### src/rtl/alu_serial_seq.sv
// alu_serial_seq: bit-serial sequencer around one external ALU bit slice.
//
// Runs a WIDTH-bit operation through a single-bit slice, LSB first, one bit per
// clock. The ripple carry lives in a flop between cycles and the result word is
// assembled in a shift register.
//
// Ports:
//   clk, rst_n              rising-edge clock, asynchronous active-low reset
//   start, op, a_in, b_in   request, opcode and operands (captured in IDLE)
//   slice_a/b/cin/c         operand bits, carry and opcode driven to the slice
//   slice_f, slice_cout     slice function and carry outputs
//   result, carry_out, zero assembled result and flags, held until next start
//   busy, done              busy in RUN/DONE, done pulses for one cycle
//
// Optional feature macro: ALU_SERIAL_OVF_EN adds a signed-overflow output
// (overflow) for add/sub.

module alu_serial_seq #(
  parameter int unsigned WIDTH = 8
) (
  input  logic             clk,
  input  logic             rst_n,
  input  logic             start,
  input  logic [2:0]       op,
  input  logic [WIDTH-1:0] a_in,
  input  logic [WIDTH-1:0] b_in,
  output logic             slice_a,
  output logic             slice_b,
  output logic             slice_cin,
  output logic [2:0]       slice_c,
  input  logic             slice_f,
  input  logic             slice_cout,
  output logic [WIDTH-1:0] result,
  output logic             carry_out,
  output logic             zero,
`ifdef ALU_SERIAL_OVF_EN
  output logic             overflow,
`endif
  output logic             busy,
  output logic             done
);

  localparam int unsigned CntW = (WIDTH > 1) ? $clog2(WIDTH) : 1;

  typedef enum logic [1:0] {StIdle, StRun, StDone} state_e;

  state_e           state_q, state_d;
  logic [WIDTH-1:0] a_sh_q, a_sh_d;
  logic [WIDTH-1:0] b_sh_q, b_sh_d;
  logic [WIDTH-1:0] result_q, result_d;
  logic [2:0]       op_q, op_d;
  logic             carry_q, carry_d;
  logic [CntW-1:0]  cnt_q, cnt_d;
  logic             carry_out_q, carry_out_d;
  logic             zero_q, zero_d;
  logic             arith;
`ifdef ALU_SERIAL_OVF_EN
  logic             ovf_q, ovf_d;
`endif

  // Only add (000) and sub (001) produce a meaningful carry.
  assign arith = (op_q[2:1] == 2'b00);

  always_comb begin
    state_d     = state_q;
    a_sh_d      = a_sh_q;
    b_sh_d      = b_sh_q;
    result_d    = result_q;
    op_d        = op_q;
    carry_d     = carry_q;
    cnt_d       = cnt_q;
    carry_out_d = carry_out_q;
    zero_d      = zero_q;
`ifdef ALU_SERIAL_OVF_EN
    ovf_d       = ovf_q;
`endif
    unique case (state_q)
      StIdle: begin
        if (start) begin
          a_sh_d      = a_in;
          b_sh_d      = b_in;
          op_d        = op;
          // Subtract is a + ~b + 1: the +1 enters as the initial carry.
          carry_d     = (op == 3'b001);
          cnt_d       = '0;
          carry_out_d = 1'b0;
          zero_d      = 1'b0;
`ifdef ALU_SERIAL_OVF_EN
          ovf_d       = 1'b0;
`endif
          state_d     = StRun;
        end
      end
      StRun: begin
        result_d = {slice_f, result_q[WIDTH-1:1]};
        carry_d  = slice_cout;
        a_sh_d   = a_sh_q >> 1;
        b_sh_d   = b_sh_q >> 1;
        cnt_d    = cnt_q + CntW'(1);
        if (cnt_q == CntW'(WIDTH - 1)) begin
          // Last bit: flags latch here so they are valid throughout DONE.
          carry_out_d = arith & slice_cout;
          zero_d      = (result_d == '0);
`ifdef ALU_SERIAL_OVF_EN
          // carry_q is the carry into the MSB at this edge.
          ovf_d       = arith & (carry_q ^ slice_cout);
`endif
          state_d     = StDone;
        end
      end
      StDone: state_d = StIdle;
      default: state_d = StIdle;
    endcase
  end

  always_ff @(posedge clk or negedge rst_n) begin
    if (!rst_n) begin
      state_q     <= StIdle;
      a_sh_q      <= '0;
      b_sh_q      <= '0;
      result_q    <= '0;
      op_q        <= '0;
      carry_q     <= 1'b0;
      cnt_q       <= '0;
      carry_out_q <= 1'b0;
      zero_q      <= 1'b0;
`ifdef ALU_SERIAL_OVF_EN
      ovf_q       <= 1'b0;
`endif
    end else begin
      state_q     <= state_d;
      a_sh_q      <= a_sh_d;
      b_sh_q      <= b_sh_d;
      result_q    <= result_d;
      op_q        <= op_d;
      carry_q     <= carry_d;
      cnt_q       <= cnt_d;
      carry_out_q <= carry_out_d;
      zero_q      <= zero_d;
`ifdef ALU_SERIAL_OVF_EN
      ovf_q       <= ovf_d;
`endif
    end
  end

  // Slice inputs are forced to 0 outside RUN so the slice sees a quiet bus.
  assign slice_a   = (state_q == StRun) & a_sh_q[0];
  assign slice_b   = (state_q == StRun) & b_sh_q[0];
  assign slice_cin = (state_q == StRun) & carry_q;
  assign slice_c   = (state_q == StRun) ? op_q : 3'b000;

  assign result    = result_q;
  assign carry_out = carry_out_q;
  assign zero      = zero_q;
`ifdef ALU_SERIAL_OVF_EN
  assign overflow  = ovf_q;
`endif
  assign busy      = (state_q == StRun) || (state_q == StDone);
  assign done      = (state_q == StDone);

endmodule

### config.mk
export PLATFORM = sky130hd
export DESIGN_NAME = alu_serial_seq
export DESIGN_NICKNAME = d
export VERILOG_FILES = /design/src/rtl/alu_serial_seq.sv
export SDC_FILE = /design/constraint.sdc
export NUM_CORES = 1
export LEC_CHECK = 0
export ABC_AREA = 1
export CORE_UTILIZATION = 35
export CTS_BUF_LIST = sky130_fd_sc_hd__clkbuf_16
export DETAILED_ROUTE_END_ITERATION = 8
export PLACE_DENSITY = 0.7
export SLEW_MARGIN = 20
export SYNTH_ARGS = -nofsm -noshare
export SYNTH_HDL_FRONTEND = slang
export SYNTH_SLANG_ARGS = --single-unit
export TNS_END_PERCENT = 10
### constraint.sdc
create_clock -name clk -period 1.8 [get_ports clk]
set_clock_uncertainty 0.1 [all_clocks]
set_input_delay 0.27 -clock clk [delete_from_list [all_inputs] [get_ports clk]]
set_output_delay 0.27 -clock clk [all_outputs]
set_load 0.01 [all_outputs]
Yosys cells after proc, flatten, opt, wreduce, memory -nomap -nowiden
Index checks and enable logic that the tools add are counted.
{"block": "totals", "reg_bits": 35, "in_bits": 24, "output_inout_bits": 18, "word_cells": 46}
{"block": "classes", "n_addsub": 1, "eq_ne": 6, "muxes": 17, "n_bitwise": 4, "n_reduce_logical": 9}
{"op": "$pmux W8 S2", "count": 2}
{"op": "$mux W8", "count": 2}
{"op": "$logic_not A8 Y1", "count": 1}
{"op": "$mux W3", "count": 2}
{"op": "$pmux W1 S2", "count": 3}
{"op": "$pmux W3 S2", "count": 1}
{"op": "$reduce_and A2 Y1", "count": 3}
{"op": "$and A1 B1 Y1", "count": 4}
{"op": "$logic_not A2 Y1", "count": 2}
{"op": "$mux W1", "count": 4}
{"op": "$mux W2", "count": 2}
{"op": "$ne A2 B2 Y1 const B", "count": 2}
{"op": "$pmux W2 S2", "count": 1}
{"op": "$add A3 B1 Y3 const B", "count": 1}
{"op": "$eq A3 B1 Y1 const B", "count": 1}
{"op": "$eq A3 B3 Y1 const B", "count": 1}
{"op": "$reduce_and A3 Y1", "count": 1}
{"op": "$eq A2 B1 Y1 const B", "count": 1}
{"op": "$eq A2 B2 Y1 const B", "count": 1}
{"op": "$reduce_bool A2 Y1", "count": 1}
{"op": "$logic_or A1 B1 Y1", "count": 1}

Depth between registers and ports, before layout
Gate-level depths: netlist of the first run.
{"block": "logic_depth", "ltp_word": 4, "mapped_depth": 10, "ltp_nobuf": 9}

Least setup slack after synthesis of the first run
No wires, ideal clock.
{"block": "synth_path", "path_type": "register to output", "startpoint": "register state_q[1]", "endpoint": "output slice_a", "arrival_ns": 1.063, "t_required_ns": 1.430, "setup_slack_ns": 0.367, "path_stages_with_launch": 7, "path_buffers": 2, "cell_sequence": "dfrtp_1 -> inv_1 -> ha_1 -> buf_6 -> buf_2 -> nand2_1 -> inv_1"}
{"block": "synth_via", "elab_chain_cells": 2}
{"element": "from (decl)", "line": "47", "source": "state_e state_q, state_d;"}
{"element": "from (signal assigned)", "line": "118", "source": "state_q <= StIdle;"}
{"element": "from (signal assigned)", "line": "131", "source": "state_q <= state_d;"}
{"element": "$eq A2 B1 Y1", "line": "147", "source": "assign slice_a = (state_q == StRun) & a_sh_q[0];"}
{"element": "$and A1 B1 Y1", "line": "147"}
{"element": "to (decl)", "line": "27", "source": "output logic slice_a,"}
Every way passes these cells.

Final worst setup path of the first run
{"block": "layout_path", "startpoint": "register state_q[1]", "endpoint": "output busy"}
{"block": "layout_via", "elab_chain_cells": 2, "elab_cells_between_ends": 3, "cone_classes": "2 x eq/ne; 1 x reduce/logical"}
{"element": "$eq A2 B1 Y1 or $eq A2 B2 Y1 (tied branches)", "line": "158", "source": "assign busy = (state_q == StRun) || (state_q == StDone);"}
{"element": "$logic_or A1 B1 Y1 (*)", "line": "158"}
{"element": "to (decl)", "line": "39", "source": "output logic busy,"}
Every way passes the cells marked *; elsewhere a longest branch is shown, timed or not.

==> out/qor.txt, run 1 <==
complex-gate fraction of the synthesized area - 2.72%
Final Non-Filler Cells - 348
DP Area - 0.00226 sq mm
Root Driver - clkbuf_16
grt total ovfl - 0
I/O pin total - 42
cells along the critical path - inv_1 -> buf_4 -> ha_1 -> dlygate4sd2_1
Yosys top cell by area - dfrtp_1
clk_lat worst skew - 0.27 ns
Setup crit start - state_q[1]
Site Rows - 25
commonest non-fill, non-tap cell in the layout - nand2_1
CORE AREA - 0.00475 sq mm
Area contributors post-synth - dfrtp_1 50%, nand2_1 29%, ha_1 5.0%, inv_1 2.8%, o21ai_0 1.7%
Yosys Warn Count - 0
Die ar. - 0.00529 sq mm
Critical Path End Type - output port
CP Launch Type - flop
Max stage delay cell, worst path - dfrtp_1
synth unique cells - 20
Syn Area/Cell - 7.61 sq um
max-cap viol count - 0
vias per std cell - 4.41
endpoints failing setup - 0
register area share after synthesis - 50.0%
Die H - 72.7 um
Yosys reg bits - 35
syn nets - 261
multiplexer area fraction after synthesis - 0.643%
fmax - 0.573 GHz
GRT Total Usage - 15.6%
leak pwr - 1.33 nW
Synth top area share - 50.0%
critical path required time - 1.43 ns
largest net degree at the start of global routing - 36
Mapped Cells - 230
Clock transition at path regs - 0.05 ns
Slew headroom - 70.4%
Via Count - 1,533
detailed-router iteration count before antenna repair - 4
outcome - complete, no violations
Cell Area, Synth - 0.00175 sq mm
Min Hold Slack - 0.308 ns
GPL Wtd Cong - 0.798
Worst IR Drop VDD - 0.579 mV
largest family of logic cells by synthesized area - simple AND/OR/NAND/NOR gates
Die X - 72.7 um
Setup Crit Path Kind - flop to output port
Tmin final - 1.74 ns
Fillers - 463
xor and xnor area share after synthesis - 0%
H-tree lvl count - 2
HPWL after DPL - 2630 um
PD cells - 1780 mW/mm^2
final WL - 3630 um
CP max stage delay - 0.35 ns
n_diodes - 0
Routed Antenna Nets - 0
Starting Density - 36.8%
Util after Layout - 51.0%
CTS tree - built
fin crit share - 96.9%
CTS Buf Count - 5
CP arrival - 1.37 ns
Worst Path Max Fanout - 3
CTS max path bufs - 2
RSZ-0062 raised after global routing - yes
Final Hold Vio Count - 0
post-route cell area - 0.00242 sq mm
mean routed wirelength per cell - 10.4 um
setup tns final - 0 ns
First DRT Iteration DRCs - 95
port bufs - 41
Least-Margin Pin Slew - 0.443 ns
post-synthesis adder-cell area fraction - 5.00%
first-pass GRT wire length - 6270 um
HP Class - primary input to async pin
vias in the first global route - 1,453
Max Slew Vio Count - 0
reg-to-reg startpoint - state_q[1]
Layout Nets - 311
Sink Count - 35
Inst Count DP - 340
area share of and/or/nand/nor cells after synthesis - 33.9%
share of cells above drive strength 1 - 12.5%
initial antenna violation count - 0
commonest non-fill, non-tap cells in the layout - 135 x nand2_1, 35 x dfrtp_1, 33 x clkdlybuf4s50_1, 12 x inv_1, 9 x buf_4
area delta synth->final - 38.5%
DRC Markers - 0
## report_power, final
part	leakage [nW]	total, W	internal (W)	switching (W)
sequential	0.443	0.00136	0.00115	0.000214
clock	0.0812	0.000952	0.000645	0.000308
combinational	0.806	0.00201	0.000848	0.00116
## cells by family after synthesis
| group | Yosys count |
|---|---|
| simple gates | 151 |
| compound gates | 9 |
| fa+ha+maj | 7 |
| mux | 1 |
| flops | 35 |
| buf+inv | 27 |
## final timing paths
| path | endpoint | slack [ns] | cells past startpoint |
|---|---|---|---|
| max | busy | 0.06 | 4 |
| min reg2reg | result[0] | 0.37 | 2 |
| max in group asynchronous | op_q[1] | 0.98 | 2 |
| max reg2reg | carry_q | 0.12 | 10 |
| min in group clk | result[0] | 0.37 | 2 |
| min | a_sh_q[6] | 0.31 | 2 |
## synth_stat cells (all sizes together)
cell type  instances
o21ai              8
inv               18
nand4              1
nand3              5
o21a               1
nand2            138
dfrtp             35
ha                 7
nor3               2
buf                9
nor2               5
mux2               1
## routing by layer
metal  share of wire [%]  track usage [%]  vias to the layer above  wire (um)
li1                    -                -                      797          -
met1                  47             19.7                      704       1690
met2                  49             26.1                       27       1760
met3                 3.7             4.28                        5        136
met4                 1.2             5.01                        0         42
met5                   0                0                        -          0
## per-stage QoR
step / power (W) / worst slack (ns)
5_1_grt: 0.00474 / -0.00358
3_3_place_gp: 0.00334 / 0.0380
2_1_floorplan: 0.00268 / 0.367
4_1_cts: 0.00433 / 0.00499
6_report: 0.00432 / 0.0562
3_5_place_dp: 0.00338 / 0.00476
## state kept, by name (all words and copies together) (netlist names)
signal     count
carry_out      1
zero           1
state_q        2
carry_q        1
op_q           3
b_sh_q         8
a_sh_q         8
cnt_q          3
result         8
## what timing repair did
item / CTS / global route
setup buffers: 0 / 0
gates resized for setup: 13 / 15
hold buffers: 0 / 0
pin swaps: 0 / 0
endpoints found under the setup margin: 9 / 25
gates cloned: 0 / 0
## layout make-up
cell class / instances / area (sq um) / area share, %
clock inverter: 3 / 38.8 / 1.60
inverter: 18 / 72.6 / 2.99
multi-input combinational: 168 / 756 / 31.2
timing repair buffer: 52 / 472 / 19.5
tap: 67 / 83.8 / 3.46
clock buffer: 5 / 125 / 5.16
sequential: 35 / 876 / 36.1
## critical path, delay by kind of cell (launching register included)
family,cells,cell delay [ns]
buf+inv,3,0.49
fa+ha+maj,1,0.26
flops,1,0.35
Note: power is estimated with default switching activity, not from simulation.
==> inputs of run 2 (changes only) <==
--- a/config.mk
+++ b/config.mk
@@ -10,6 +10,7 @@
 export CTS_BUF_LIST = sky130_fd_sc_hd__clkbuf_16
 export DETAILED_ROUTE_END_ITERATION = 8
 export PLACE_DENSITY = 0.7
+export SKIP_CTS_REPAIR_TIMING = 1
 export SLEW_MARGIN = 20
 export SYNTH_ARGS = -nofsm -noshare
 export SYNTH_HDL_FRONTEND = slang
==> out/qor.txt, run 2 (synthesized netlist as in run 1, its figures left out) <==
outcome - complete, no violations
Starting Density - 36.8%
final WL - 3660 um
CTS max path bufs - 2
Critical Path End Type - output port
Die ar. - 0.00529 sq mm
RSZ-0062 raised after global routing - no
fin crit share - 94.4%
mean routed wirelength per cell - 10.5 um
largest net degree at the start of global routing - 36
initial antenna violation count - 0
First DRT Iteration DRCs - 108
Multi-input gate area - 753 sq um
vias per std cell - 4.45
CTS Buf Count - 5
first-pass GRT wire length - 6230 um
Die X - 72.7 um
Max stage delay cell, worst path - dfrtp_1
Least-Margin Pin Slew - 0.448 ns
GRT Total Usage - 15.6%
cells along the critical path - inv_1 -> ha_1 -> buf_6 -> nand2_1 -> inv_1 -> dlymetal6s2s_1
clk_lat worst skew - 0.27 ns
reg-to-reg startpoint - state_q[1]
port bufs - 41
reg-to-reg endpoint - a_sh_q[7]
commonest non-fill, non-tap cells in the layout - 135 x nand2_1, 35 x dfrtp_1, 33 x clkdlybuf4s50_1, 13 x inv_1
grt total ovfl - 0
Root Driver - clkbuf_16
GPL Wtd Cong - 0.798
Site Rows - 25
detailed-router iteration count before antenna repair - 4
PD cells - 1760 mW/mm^2
CORE AREA - 0.00475 sq mm
share of cells above drive strength 1 - 9.61%
Routed Antenna Nets - 0
H-tree lvl count - 2
Clock transition at path regs - 0.05 ns
leak pwr - 1.45 nW
CP max stage delay - 0.38 ns
CP Launch Type - flop
Tmin final - 1.70 ns
Inst Count DP - 340
vias in the first global route - 1,445
fmax - 0.588 GHz
CP arrival - 1.33 ns
Sink Count - 35
HPWL after DPL - 2630 um
Fillers - 455
Reg area - 876 sq um
Max Slew Vio Count - 0
HP Class - primary input to async pin
I/O pin total - 42
Slew headroom - 70.1%
commonest non-fill, non-tap cell in the layout - nand2_1
area delta synth->final - 41.5%
Layout Nets - 311
CTS tree - built
critical path required time - 1.43 ns
endpoints failing setup - 0
WP buf/inv - 4
delay-heaviest family, CP - buffers and inverters
n_diodes - 0
Min Hold Slack - 0.304 ns
R2R depth - 10
Worst IR Drop VDD - 0.584 mV
Setup Crit Path Kind - flop to output port
DRC Markers - 0
Final Non-Filler Cells - 348
reg2reg setup slack - 0.10 ns
Worst Path Max Fanout - 9
Die H - 72.7 um
Via Count - 1,548
setup ws final - 0.100 ns
Final Hold Vio Count - 0
pre-CTS WS - 0.00476 ns
CP most frequent cell - inv_1
max-cap viol count - 0
Overall Power - 0.00437 W
[run 2: cell types whose count changed in the layout (fill, tap and decap cells not counted), sizes merged]
cell,previous run,this run
dlymetal6s2s,0,8
dlygate4sd2,2,0
clkbuf,11,5
[run 2: how the worst max path moves through the flow]
stage | startpoint | end | slack (ns) | cells past startpoint
after global placement | state_q[1] | slice_cin | 0.04 | 6
after detailed placement | state_q[1] | slice_cin | 0.005 | 6
after floorplan | state_q[1] | slice_a | 0.37 | 6
after CTS | state_q[1] | slice_cin | -0.31 | 6
final | state_q[1] | slice_cin | 0.10 | 6
after global routing | state_q[1] | a_sh_q[7] | 0.003 | 10
[run 2: worst reg2reg max path, stage by stage (launching register included)]
cell,delay [ns]
dfrtp_1,0.36
inv_1,0.07
ha_1,0.20
buf_6,0.15
buf_8,0.14
inv_4,0.12
nand2_4,0.08
nand2_8,0.11
buf_4,0.18
nand2_1,0.05
o21ai_1,0.07
[run 2: layout make-up]
class / count / area share [%]
Clock buffer: 5 / 5.05
Sequential cell: 35 / 35.4
Multi-Input combinational cell: 168 / 30.4
Timing Repair Buffer: 52 / 21.3
Inverter: 18 / 2.93
Tap cell: 67 / 3.38
Clock inverter: 3 / 1.57
[run 2: routing by layer]
layer | up-vias | part of all wire (%) | GRT usage [%]
met5 | - | 0 | 0
met4 | 0 | 1.1 | 5.01
met3 | 5 | 3.9 | 4.28
met2 | 33 | 49 | 25.9
met1 | 710 | 46 | 19.6
li1 | 800 | - | -
[run 2: report_power, final]
part	switching, W	total (W)	leakage [nW]	internal, W
clock network	0.000309	0.000953	0.0812	0.000645
logic	0.00116	0.00205	0.925	0.000893
registers	0.000214	0.00136	0.443	0.00115
total	0.00168	0.00437	1.45	0.00269
[run 2: through the flow]
step / cell area, sq um / util [%] / setup TNS, ns
finish: 2480 / 52.1 / 0
detailed placement: 2260 / 47.6 / 0
CTS: 2430 / 51.1 / -2.08
floorplan: 1750 / - / 0
global route: 2480 / 52.1 / 0
global placement: 2260 / 47.6 / 0
